### config.mk
export PLATFORM = sky130hd
export DESIGN_NAME = grb_multi_block_latch
export DESIGN_NICKNAME = d
export VERILOG_FILES = /design/src/rtl/grb_pkg.sv /design/src/rtl/ok_pulse_gen.sv /design/src/rtl/grb_multi_block_latch.sv
export SDC_FILE = /design/constraint.sdc
export NUM_CORES = 1
export LEC_CHECK = 0
export ABC_AREA = 1
export CORE_MARGIN = 2
export CORE_UTILIZATION = 57
export CTS_CLUSTER_DIAMETER = 120
export DETAILED_ROUTE_END_ITERATION = 10
export GPL_TIMING_DRIVEN = 0
export PLACE_DENSITY = 0.85
export SETUP_SLACK_MARGIN = 0.4
export SLEW_MARGIN = 15
export SYNTH_ARGS = -nofsm -noshare
export SYNTH_HDL_FRONTEND = slang
export SYNTH_SLANG_ARGS = --single-unit
### constraint.sdc
create_clock -name clk -period 10.7 [get_ports clk]
set_clock_uncertainty 0.2 [all_clocks]
set_input_delay 2.14 -clock clk [delete_from_list [all_inputs] [get_ports clk]]
set_output_delay 2.14 -clock clk [all_outputs]
set_load 0.05 [all_outputs]
### src/rtl/grb_pkg.sv
// Shared definitions for the GRB multi-block latch.
//   GRB_DATA_W   default width of one GRB word
//   grb_state_t  control FSM states
//   clog2_min1() channel-index width, never less than 1 bit
package grb_pkg;

  localparam int GRB_DATA_W = 24;

  typedef enum logic [1:0] {
    ST_IDLE    = 2'd0,
    ST_COLLECT = 2'd1,
    ST_PRESENT = 2'd2
  } grb_state_t;

  function automatic int clog2_min1(input int n);
    return (n <= 2) ? 1 : $clog2(n);
  endfunction

endpackage

### src/rtl/ok_pulse_gen.sv
// Generates the d_ok strobe for one published frame.
//   clk, rst  system clock, async active-high reset
//   start     publish edge: raise d_ok on the next edge
//   d_ack     consumer ack (used only when HANDSHAKE != 0)
//   d_ok      frame-valid output
//   done      high in the last d_ok cycle; d_ok falls on the coming edge
module ok_pulse_gen
  import grb_pkg::*;
#(
  parameter int OK_CYCLES = 2,
  parameter int HANDSHAKE = 0
) (
  input  logic clk,
  input  logic rst,
  input  logic start,
  input  logic d_ack,
  output logic d_ok,
  output logic done
);

  localparam int CNT_W = clog2_min1(OK_CYCLES);

  logic [CNT_W-1:0] cnt;

  // Pulse mode ends after OK_CYCLES high cycles; handshake mode ends on an
  // ack sampled while d_ok is high (an ack with d_ok low is meaningless).
  assign done = d_ok && ((HANDSHAKE != 0) ? d_ack : (cnt == '0));

  always_ff @(posedge clk or posedge rst) begin
    if (rst) begin
      d_ok <= 1'b0;
      cnt  <= '0;
    end else if (start) begin
      d_ok <= 1'b1;
      cnt  <= CNT_W'(OK_CYCLES - 1);
    end else if (done) begin
      d_ok <= 1'b0;
    end else if (d_ok && (HANDSHAKE == 0)) begin
      cnt <= cnt - 1'b1;
    end
  end

endmodule

### src/rtl/grb_multi_block_latch.sv
// Collects one GRB word per LED block channel into a shadow bank and
// publishes the full (or flushed partial) frame through a double-buffered
// output bank to the per-block LED serialisers.
//   clk, rst     system clock, async active-high reset
//   GRBdata      word to capture
//   data_rd      capture strobe, one word per cycle
//   ch_idx       target channel of GRBdata (out-of-range indices ignored)
//   flush        publish the partial frame (COLLECT with a non-empty mask)
//   d_ack        consumer ack, HANDSHAKE=1 only
//   chosen_data  published frame, channel 0 in the LSBs
//   ch_valid     channels present in the published frame
//   d_ok         published frame valid
//   busy         high while in PRESENT
//   overrun      1-cycle pulse: a channel was rewritten before publish
// Handshake: d_ok rises on publish. HANDSHAKE=0 holds it OK_CYCLES cycles;
// HANDSHAKE=1 holds it until d_ack is sampled high while d_ok is high. d_ok
// is always low for at least one cycle between frames.
module grb_multi_block_latch
  import grb_pkg::*;
#(
  parameter  int DATA_W    = GRB_DATA_W,
  parameter  int NUM_CH    = 4,
  parameter  int OK_CYCLES = 2,
  parameter  int HANDSHAKE = 0,
  localparam int CH_W      = clog2_min1(NUM_CH)
) (
  input  logic                     clk,
  input  logic                     rst,
  input  logic [DATA_W-1:0]        GRBdata,
  input  logic                     data_rd,
  input  logic [CH_W-1:0]          ch_idx,
  input  logic                     flush,
  input  logic                     d_ack,
  output logic [NUM_CH*DATA_W-1:0] chosen_data,
  output logic [NUM_CH-1:0]        ch_valid,
  output logic                     d_ok,
  output logic                     busy,
  output logic                     overrun
);

  // One bit per encodable index, set where the index names a real channel.
  localparam int IDX_N = 2 ** CH_W;
  localparam logic [IDX_N-1:0] IN_RANGE = {IDX_N{1'b1}} >> (IDX_N - NUM_CH);

  grb_state_t        state, state_nx;
  logic [DATA_W-1:0] shadow [NUM_CH];
  logic [NUM_CH-1:0] mask, mask_nx, wr_onehot;
  logic              cap, publish, overrun_nx, ok_done;

  assign cap       = (state != ST_IDLE) && data_rd && IN_RANGE[ch_idx];
  assign wr_onehot = cap ? (NUM_CH'(1) << ch_idx) : '0;
  assign publish   = (state == ST_COLLECT) && ((&mask) || (flush && (|mask)));

  // A word captured in the publish cycle starts the next frame, so it never
  // counts as a rewrite of the frame being published.
  assign overrun_nx = cap && !publish && (|(mask & wr_onehot));
  assign mask_nx    = publish ? wr_onehot : (mask | wr_onehot);

  always_comb begin
    state_nx = state;
    case (state)
      ST_IDLE:    state_nx = ST_COLLECT;
      ST_COLLECT: if (publish) state_nx = ST_PRESENT;
      ST_PRESENT: if (ok_done) state_nx = ST_COLLECT;
      default:    state_nx = ST_IDLE;
    endcase
  end

  always_ff @(posedge clk or posedge rst) begin
    if (rst) begin
      state       <= ST_IDLE;
      mask        <= '0;
      chosen_data <= '0;
      ch_valid    <= '0;
      busy        <= 1'b0;
      overrun     <= 1'b0;
      for (int i = 0; i < NUM_CH; i++) shadow[i] <= '0;
    end else begin
      state   <= state_nx;
      mask    <= mask_nx;
      busy    <= (state_nx == ST_PRESENT);
      overrun <= overrun_nx;
      if (cap) shadow[ch_idx] <= GRBdata;
      // Output bank takes the pre-edge shadow contents.
      if (publish) begin
        ch_valid <= mask;
        for (int i = 0; i < NUM_CH; i++)
          chosen_data[i*DATA_W +: DATA_W] <= mask[i] ? shadow[i] : '0;
      end
    end
  end

  ok_pulse_gen #(
    .OK_CYCLES (OK_CYCLES),
    .HANDSHAKE (HANDSHAKE)
  ) u_ok (
    .clk   (clk),
    .rst   (rst),
    .start (publish),
    .d_ack (d_ack),
    .d_ok  (d_ok),
    .done  (ok_done)
  );

endmodule
==> results of run 1 <==
Yosys cell counts, drive strengths merged:
library cell,instances,area [um^2]
o21ai,193,1150
nor2,10,47.6
nand4,2,27.5
buf,30,277
clkbuf,24,90.1
nand2,322,1220
nand3,8,40.0
a21oi,2,10.0
dfrtp,206,5150
inv,32,120
kinds of logic (layout without fill, tap and decap cells):
family                 after synthesis  after routing  synth area share
flip-flops                         206            206             0.633
AND/OR/NAND/NOR                    342            342             0.164
buffers and inverters               86            256            0.0598
AO/OA/AOI/OAI                      195            195             0.143
through the flow:
| step | std cells | worst slack, ps | instance area (um^2) |
|---|---|---|---|
| after detailed placement | 1143 | 6730 | 9750 |
| final | 1179 | 6640 | 10400 |
| after floorplan | 829 | 2740 | 8140 |
| after global placement | 1141 | 331 | 9690 |
| after global routing | 1179 | 6610 | 10400 |
| after CTS | 1179 | 6650 | 10400 |
power groups by stage:
stage	combinational (mW)	clock [mW]	sequential, mW
2_1_floorplan	0.569	0	1.63
3_3_place_gp	1.33	0	1.26
3_5_place_dp	1.37	0	1.27
4_1_cts	1.38	0.721	1.27
5_1_grt	1.49	0.749	1.30
6_report	1.38	0.718	1.27
per-layer routing:
metal | vias to the layer above | wire length, um | GRT usage
li1 | 2973 | - | -
met5 | - | 0 | 0
met2 | 248 | 10100 | 0.464
met4 | 0 | 378 | 0.0646
met1 | 3155 | 8470 | 0.393
met3 | 30 | 1320 | 0.0415
state kept, by name, summed over array words and instances, names as in the netlist:
register     flops
chosen_data     96
shadow          96
ch_valid         4
mask             4
state            2
busy             1
overrun          1
u_ok.cnt         1
u_ok.d_ok        1
layout make-up:
cell class                      instances  area share
Buffer                                 54      0.0351
Clock buffer                           32      0.0610
Clock inverter                          4     0.00432
Inverter                               32      0.0122
Multi-Input combinational cell        537       0.240
Sequential cell                       206       0.494
Tap cell                              180      0.0216
Timing Repair Buffer                  134       0.132
worst paths after layout:
kind                            startpoint         endpoint  slack (ps)
setup / recovery           chosen_data[54]  chosen_data[54]        6640
hold / removal             chosen_data[22]  chosen_data[22]         280
setup reg to reg                   mask[0]  chosen_data[93]        8820
hold reg to reg            chosen_data[22]  chosen_data[22]         280
max in group asynchronous              rst       shadow[18]        7350
min in group asynchronous              rst  chosen_data[12]        1870
==> qor.yml, run 1 <==
timing:
  setup_viol: 0
  whs_ps: 283
  finalCritPeriodShare: 0.379
  tightestPinTransition_ps: 559
  finalHoldViolCount: 0
  fmax_mhz: 247
  finalSetupTns_ps: 0
  slew_headroom: 0.626
  rsz0062_at_grt: "false"
  slew_violations: 0
  period_minus_slack_ps: 4060
synth:
  synth_cell_types: 18
  syn_nets: 860
  yosys_register_bits: 206
  synthCells: 829
  seq_area_frac_synth: 0.633
  synth.avg_cell_area_um2: 9.82
  netlist_area_um2: 8140
  yosysWarnings: 0
layout:
  fill_cells: 939
  regArea_um2: 5150
  multiInputGateArea_um2: 2500
  n_antenna_cell: 0
  utilization: 0.749
  drive_gt1_frac: 0.120
  syn2layout_area_growth_pct: 28.1
  mostFrequentLayoutCells: "nand2_1, dfrtp_1, clkdlybuf4s50_1"
  layout_commonest_cell: "nand2_1"
  final_nets: 1016
worst_setup_path:
  cp_slowest_cell: "clkdlybuf4s50_1"
  ff2ff_path_depth: 7
  critPathLaunchType: "flip-flop"
  critPathRequiredTime_ps: 8360
  path_cells: "clkdlybuf4s50_1"
  crit_family: "buffers and inverters"
  critPathKind: "flip-flop to primary output"
  cp-end-kind: "primary output"
  critPathBufInv: 1
  arrival_ps: 1720
  cp.depth: 1
  cpPeakStageDelay_ps: 840
  critPathMaxFanout: 2
drt:
  vias: 6406
  initialDrtViolationCount: 630
  routed_wirelength_um: 20200
  drcViolationCount: 0
  first_pass_iters: 5
  wl_per_cell_um: 17.2
  avgViaCountPerCell: 5.43
  ant_nets: 0
outcome:
  status: "finished clean"
power_and_ir_drop:
  vdd_ir_drop_max_mv: 0.216
  p_comb_frac: 0.409
  power.switching_mw: 1.39
  power_leakage_nw: 4.83
  pwr-share-clk: 0.213
  swShare: 0.413
  internal_power_mw: 1.97
  power.density_nw_per_um2: 323
  p_seq_frac: 0.377
  finalPower_mw: 3.37
clock_tree:
  cts_sinks: 206
  cts_buffers: 20
  clkLatencyLatePin_ps: 480
  clkTransAtPathRegs_ps: 60
  htreeDepth: 1
  hold_buffers: 0
  cts_setup_buffers: 0
  cts_resized: 0
  clock-root-buffer: "clkbuf_16"
  cts_tree: "yes"
  clk_path_buf_depth: 3
die:
  fp.dieH_um: 124
  core_um2: 13900
  start_util: 0.584
  die-area_um2: 15300
  die_w_um: 124
  io_pins: 134
  rows: 43
placed_design:
  dp_hpwl_um: 14100
  gp_congestion: 0.882
  portBuffers: 132
grt:
  grt_use_total: 0.279
  antenna_found_initial: 0
  overflow: 0
  grt_max_degree: 83
  grt_pass1_wl_um: 32600
  grt_pass1_vias: 6186
worst_hold_path:
  hp-class: "flip-flop to flip-flop"
  holdPathStages: 2
flow_run:
  max_cap_viol_count: 0
Note: power is estimated with default switching activity, not from simulation.
==> inputs of run 2 (changes only) <==
- CORE_UTILIZATION: 57 -> 48
- PLACE_DENSITY: 0.85 -> 0.76
- clock period: 10.7 -> 3.5 ns (I/O delays scaled with it)
==> run 2 against run 1 <==
Clock power grew to 3.0 times the previous value; critical endpoint is now chosen_data[45]; largest power group unchanged; critical path type unchanged; register-to-register slack worse by 7100 ps; sequential share of layout area is 0.32 points lower; final cell count is 3.6% higher; total power grew to 3.0 times the previous value; clock-buffer cell count is 2 lower.
==> qor.yml, run 2 (same netlist as run 1, synthesis figures left out) <==
clock_tree:
  clkTransAtPathRegs_ps: 60
  cts_setup_buffers: 0
  cts_resized: 0
  cts_tree: "yes"
  clock-root-buffer: "clkbuf_16"
  cts_sinks: 206
  clkLatencyLatePin_ps: 490
  hold_buffers: 0
  htreeDepth: 1
  clk_path_buf_depth: 3
  cts_buffers: 21
power_and_ir_drop:
  power_leakage_nw: 4.83
  power.density_nw_per_um2: 971
  vdd_ir_drop_max_mv: 0.645
timing:
  period_minus_slack_ps: 2630
  setup_viol: 0
  finalHoldViolCount: 0
  slew_headroom: 0.619
  fmax_mhz: 381
  rsz0062_at_grt: "false"
  finalCritPeriodShare: 0.751
  finalSetupTns_ps: 0
  tightestPinTransition_ps: 569
  slew_violations: 0
  whs_ps: 275
drt:
  drcViolationCount: 0
  vias: 6332
  first_pass_iters: 5
  wl_per_cell_um: 16.8
  ant_nets: 0
  initialDrtViolationCount: 476
  avgViaCountPerCell: 5.18
  routed_wirelength_um: 20500
worst_setup_path:
  critPathBufInv: 1
  critPathLaunchType: "flip-flop"
  arrival_ps: 1730
  crit_family: "buffers and inverters"
  cp-end-kind: "primary output"
  cpPeakStageDelay_ps: 830
  path_cells: "clkdlybuf4s50_1"
  critPathMaxFanout: 2
  critPathRequiredTime_ps: 2600
  cp_slowest_cell: "clkdlybuf4s50_1"
  critPathKind: "flip-flop to primary output"
layout:
  top_regs: "chosen_data (96), shadow (96)"
  syn2layout_area_growth_pct: 29.0
  mostFrequentLayoutCells: "nand2_1, dfrtp_1, clkdlybuf4s50_1"
  drive_gt1_frac: 0.121
  regArea_um2: 5150
  n_antenna_cell: 0
  final_nets: 1021
  multiInputGateArea_um2: 2500
  layout_commonest_cell: "nand2_1"
  fill_cells: 1402
grt:
  grt_pass1_vias: 6276
  grt_use_total: 0.236
  top_usage_layer: "met2"
  use_met2: 0.384
  overflow: 0
  grt_max_degree: 37
  grt_pass1_wl_um: 33500
  antenna_found_initial: 2
  grtUsageMet1: 0.336
  met3_usage: 0.0355
die:
  start_util: 0.491
  die_w_um: 134
  core_um2: 16600
  fp.dieH_um: 134
  rows: 47
  die-area_um2: 18000
  io_pins: 134
outcome:
  status: "finished clean"
flow_run:
  max_cap_viol_count: 0
placed_design:
  gp_congestion: 0.833
  portBuffers: 132
  dp_hpwl_um: 14800
worst_hold_path:
  hp-class: "flip-flop to flip-flop"
run 2: report_power, final:
group	internal, mW	total [mW]	switching, mW
Combinational	1.39	4.19	2.80
Clock	1.24	2.12	0.886
Sequential	3.33	3.88	0.544
Total	5.96	10.2	4.23
run 2: path summary, 6_finish.rpt:
check                             endpoint             from  depth (start not counted)  slack (ps)
min in group asynchronous       shadow[87]              rst                          2         340
max reg2reg                chosen_data[92]          mask[1]                          6        1690
min reg2reg                       state[0]         state[0]                          1         270
min                               state[0]         state[0]                          1         270
max in group asynchronous        shadow[3]              rst                          4        2020
max                        chosen_data[45]  chosen_data[45]                          1         870
run 2: layout make-up:
type / instances / area share
flip-flops and latches: 206 / 0.491
multi-input cells: 537 / 0.238
repair buffers: 138 / 0.137
clock buffers: 30 / 0.0561
plain buffers: 54 / 0.0349
well taps: 220 / 0.0262
inverters: 32 / 0.0118
clock inverters: 5 / 0.00476
run 2: stage by stage:
stage               total power, mW  area (um^2)  worst slack, ps   util  cells
finish                         10.2        10500              873  0.633   1222
detailed placement             8.10         9860              975  0.595   1187
floorplan                      6.72         8150            -72.3      -    829
global route                   10.8        10500              825  0.633   1222
global placement               7.98         9740            -1600  0.588   1181
CTS                            10.2        10500              869  0.633   1222
run 2: layer usage:
metal	up-vias	wire (um)
met5	-	26
met4	4	384
met3	36	1220
met2	205	9820
met1	3113	9070
li1	2974	-
==> inputs of run 3 (changes only) <==
- CORE_UTILIZATION: 48 -> 53
- PLACE_DENSITY: 0.76 -> 0.79
- clock period: 3.5 -> 2.61 ns (I/O delays scaled with it)
==> run 3 against run 2 <==
Critical path depth is the same; combinational power grew 28%; largest power group unchanged; critical path type unchanged; clock-buffer cell count decreased by 4; non-clock buffer count did not move; first-iteration DRC count up 16%; via count up 2.5%; register-to-register slack got worse by 920 ps.
==> qor.yml, run 3 (same netlist as run 1, synthesis figures left out) <==
timing:
  finalCritPeriodShare: 0.833
  fmax_mhz: 460
  finalWorstSetupSlack_ps: 436
  tightestPinTransition_ps: 699
  whs_ps: 272
  finalHoldViolCount: 0
  rsz0062_at_grt: "false"
  slew_violations: 0
  slew_headroom: 0.533
  setup_viol: 0
  period_minus_slack_ps: 2170
worst_setup_path:
  startpoint: "chosen_data[54]"
  critPathMaxFanout: 2
  cp-end-kind: "primary output"
  reg2reg_from: "mask[1]"
  critPathBufInv: 1
  cpPeakStageDelay_ps: 560
  path_cells: "dlygate4sd2_1"
  critPathLaunchType: "flip-flop"
  crit_family: "buffers and inverters"
  critPathRequiredTime_ps: 1890
  cp_slowest_cell: "dlygate4sd2_1"
  critPathKind: "flip-flop to primary output"
  arrival_ps: 1450
die:
  io_pins: 134
  start_util: 0.540
  die-area_um2: 16400
  die_w_um: 128
  core_um2: 15100
  fp.dieH_um: 128
  rows: 45
grt:
  overflow: 0
  grt_use_total: 0.265
  antenna_found_initial: 0
  grt_pass1_vias: 6397
  grt_max_degree: 37
  grt_pass1_wl_um: 33900
clock_tree:
  cts_sinks: 206
  clock-root-buffer: "clkbuf_16"
  hold_buffers: 0
  cts_tree: "yes"
  clkLatencyLatePin_ps: 500
  clk_path_buf_depth: 3
  clkTransAtPathRegs_ps: 60
  htreeDepth: 1
  cts_setup_buffers: 0
  cts_buffers: 21
power_and_ir_drop:
  p_comb_frac: 0.393
  power.switching_mw: 5.75
  pwr-share-clk: 0.226
  vdd_ir_drop_max_mv: 0.738
  power.density_nw_per_um2: 1310
  power_leakage_nw: 5.29
  swShare: 0.422
  internal_power_mw: 7.87
  p_seq_frac: 0.381
layout:
  n_antenna_cell: 0
  top_regs: "chosen_data (96), shadow (96)"
  final_nets: 1021
  postLayoutCellArea_um2: 10400
  utilization: 0.689
  layout_commonest_cell: "nand2_1"
  syn2layout_area_growth_pct: 27.7
  fill_cells: 1223
  drive_gt1_frac: 0.126
  mostFrequentLayoutCells: "nand2_1, dfrtp_1, dlygate4sd2_1"
  fin_cells: 1191
drt:
  ant_nets: 0
  drcViolationCount: 0
  vias: 6488
  wl_per_cell_um: 17.5
  first_pass_iters: 7
  avgViaCountPerCell: 5.45
  routed_wirelength_um: 20900
  initialDrtViolationCount: 552
placed_design:
  dp_hpwl_um: 14700
  portBuffers: 132
  dpl_worst_slack_ps: 248
  gp_congestion: 0.864
  postPlaceCellArea_um2: 9820
  dp_cells: 1155
outcome:
  status: "finished clean"
flow_run:
  max_cap_viol_count: 0
worst_hold_path:
  hp-start: "state[0]"
  hp-class: "flip-flop to flip-flop"
run 3: changes by cell type in the layout (fill, tap and decap cells not counted):
cell	change
clkdlybuf4s50_1	-103
dlygate4sd2_1	+102
clkbuf_1	-4
bufinv_16	+2
clkinv_2	+2
clkdlybuf4s15_1	+1
inv_6	+1
run 3: timing repair:
action                                  4_1_cts  5_1_grt
endpoints found under the setup margin      103        1
resized for setup                           103        1
cloned                                        0        0
run 3: power by group through the flow:
stage	clock network (mW)	registers, mW	logic (mW)
floorplan	0	6.68	2.33
global placement	0	5.19	5.49
detailed placement	0	5.21	5.65
CTS	3.11	5.17	5.38
global route	3.25	5.33	5.80
finish	3.08	5.19	5.35
run 3: through the flow:
step | power [mW] | setup TNS (ps)
global route | 14.4 | 0
CTS | 13.7 | 0
global placement | 10.7 | -476220
detailed placement | 10.9 | 0
floorplan | 9.01 | -161560
finish | 13.6 | 0
run 3: final timing paths:
kind / to / slack, ps / depth (start not counted)
min in group asynchronous: chosen_data[11] / 280 / 2
min: state[0] / 270 / 1
max: chosen_data[54] / 440 / 1
max reg2reg: chosen_data[91] / 770 / 7
max in group asynchronous: shadow[46] / 920 / 5
min reg2reg: state[0] / 270 / 1
run 3: metal layers:
metal / vias to the layer above / GRT usage / wire length (um)
met2: 244 / 0.439 / 10200
li1: 2986 / - / -
met4: 0 / 0.0814 / 572
met1: 3216 / 0.367 / 8760
met3: 42 / 0.0388 / 1340
met5: - / 0 / 0
run 3: cell type report:
cell class	count	area, um^2	share of cell area
plain buffers	54	367	0.0353
clock buffers	26	574	0.0552
clock inverters	10	129	0.0124
inverters	32	124	0.0119
multi-input cells	537	2500	0.241
flip-flops and latches	206	5150	0.496
well taps	188	235	0.0226
repair buffers	138	1310	0.126
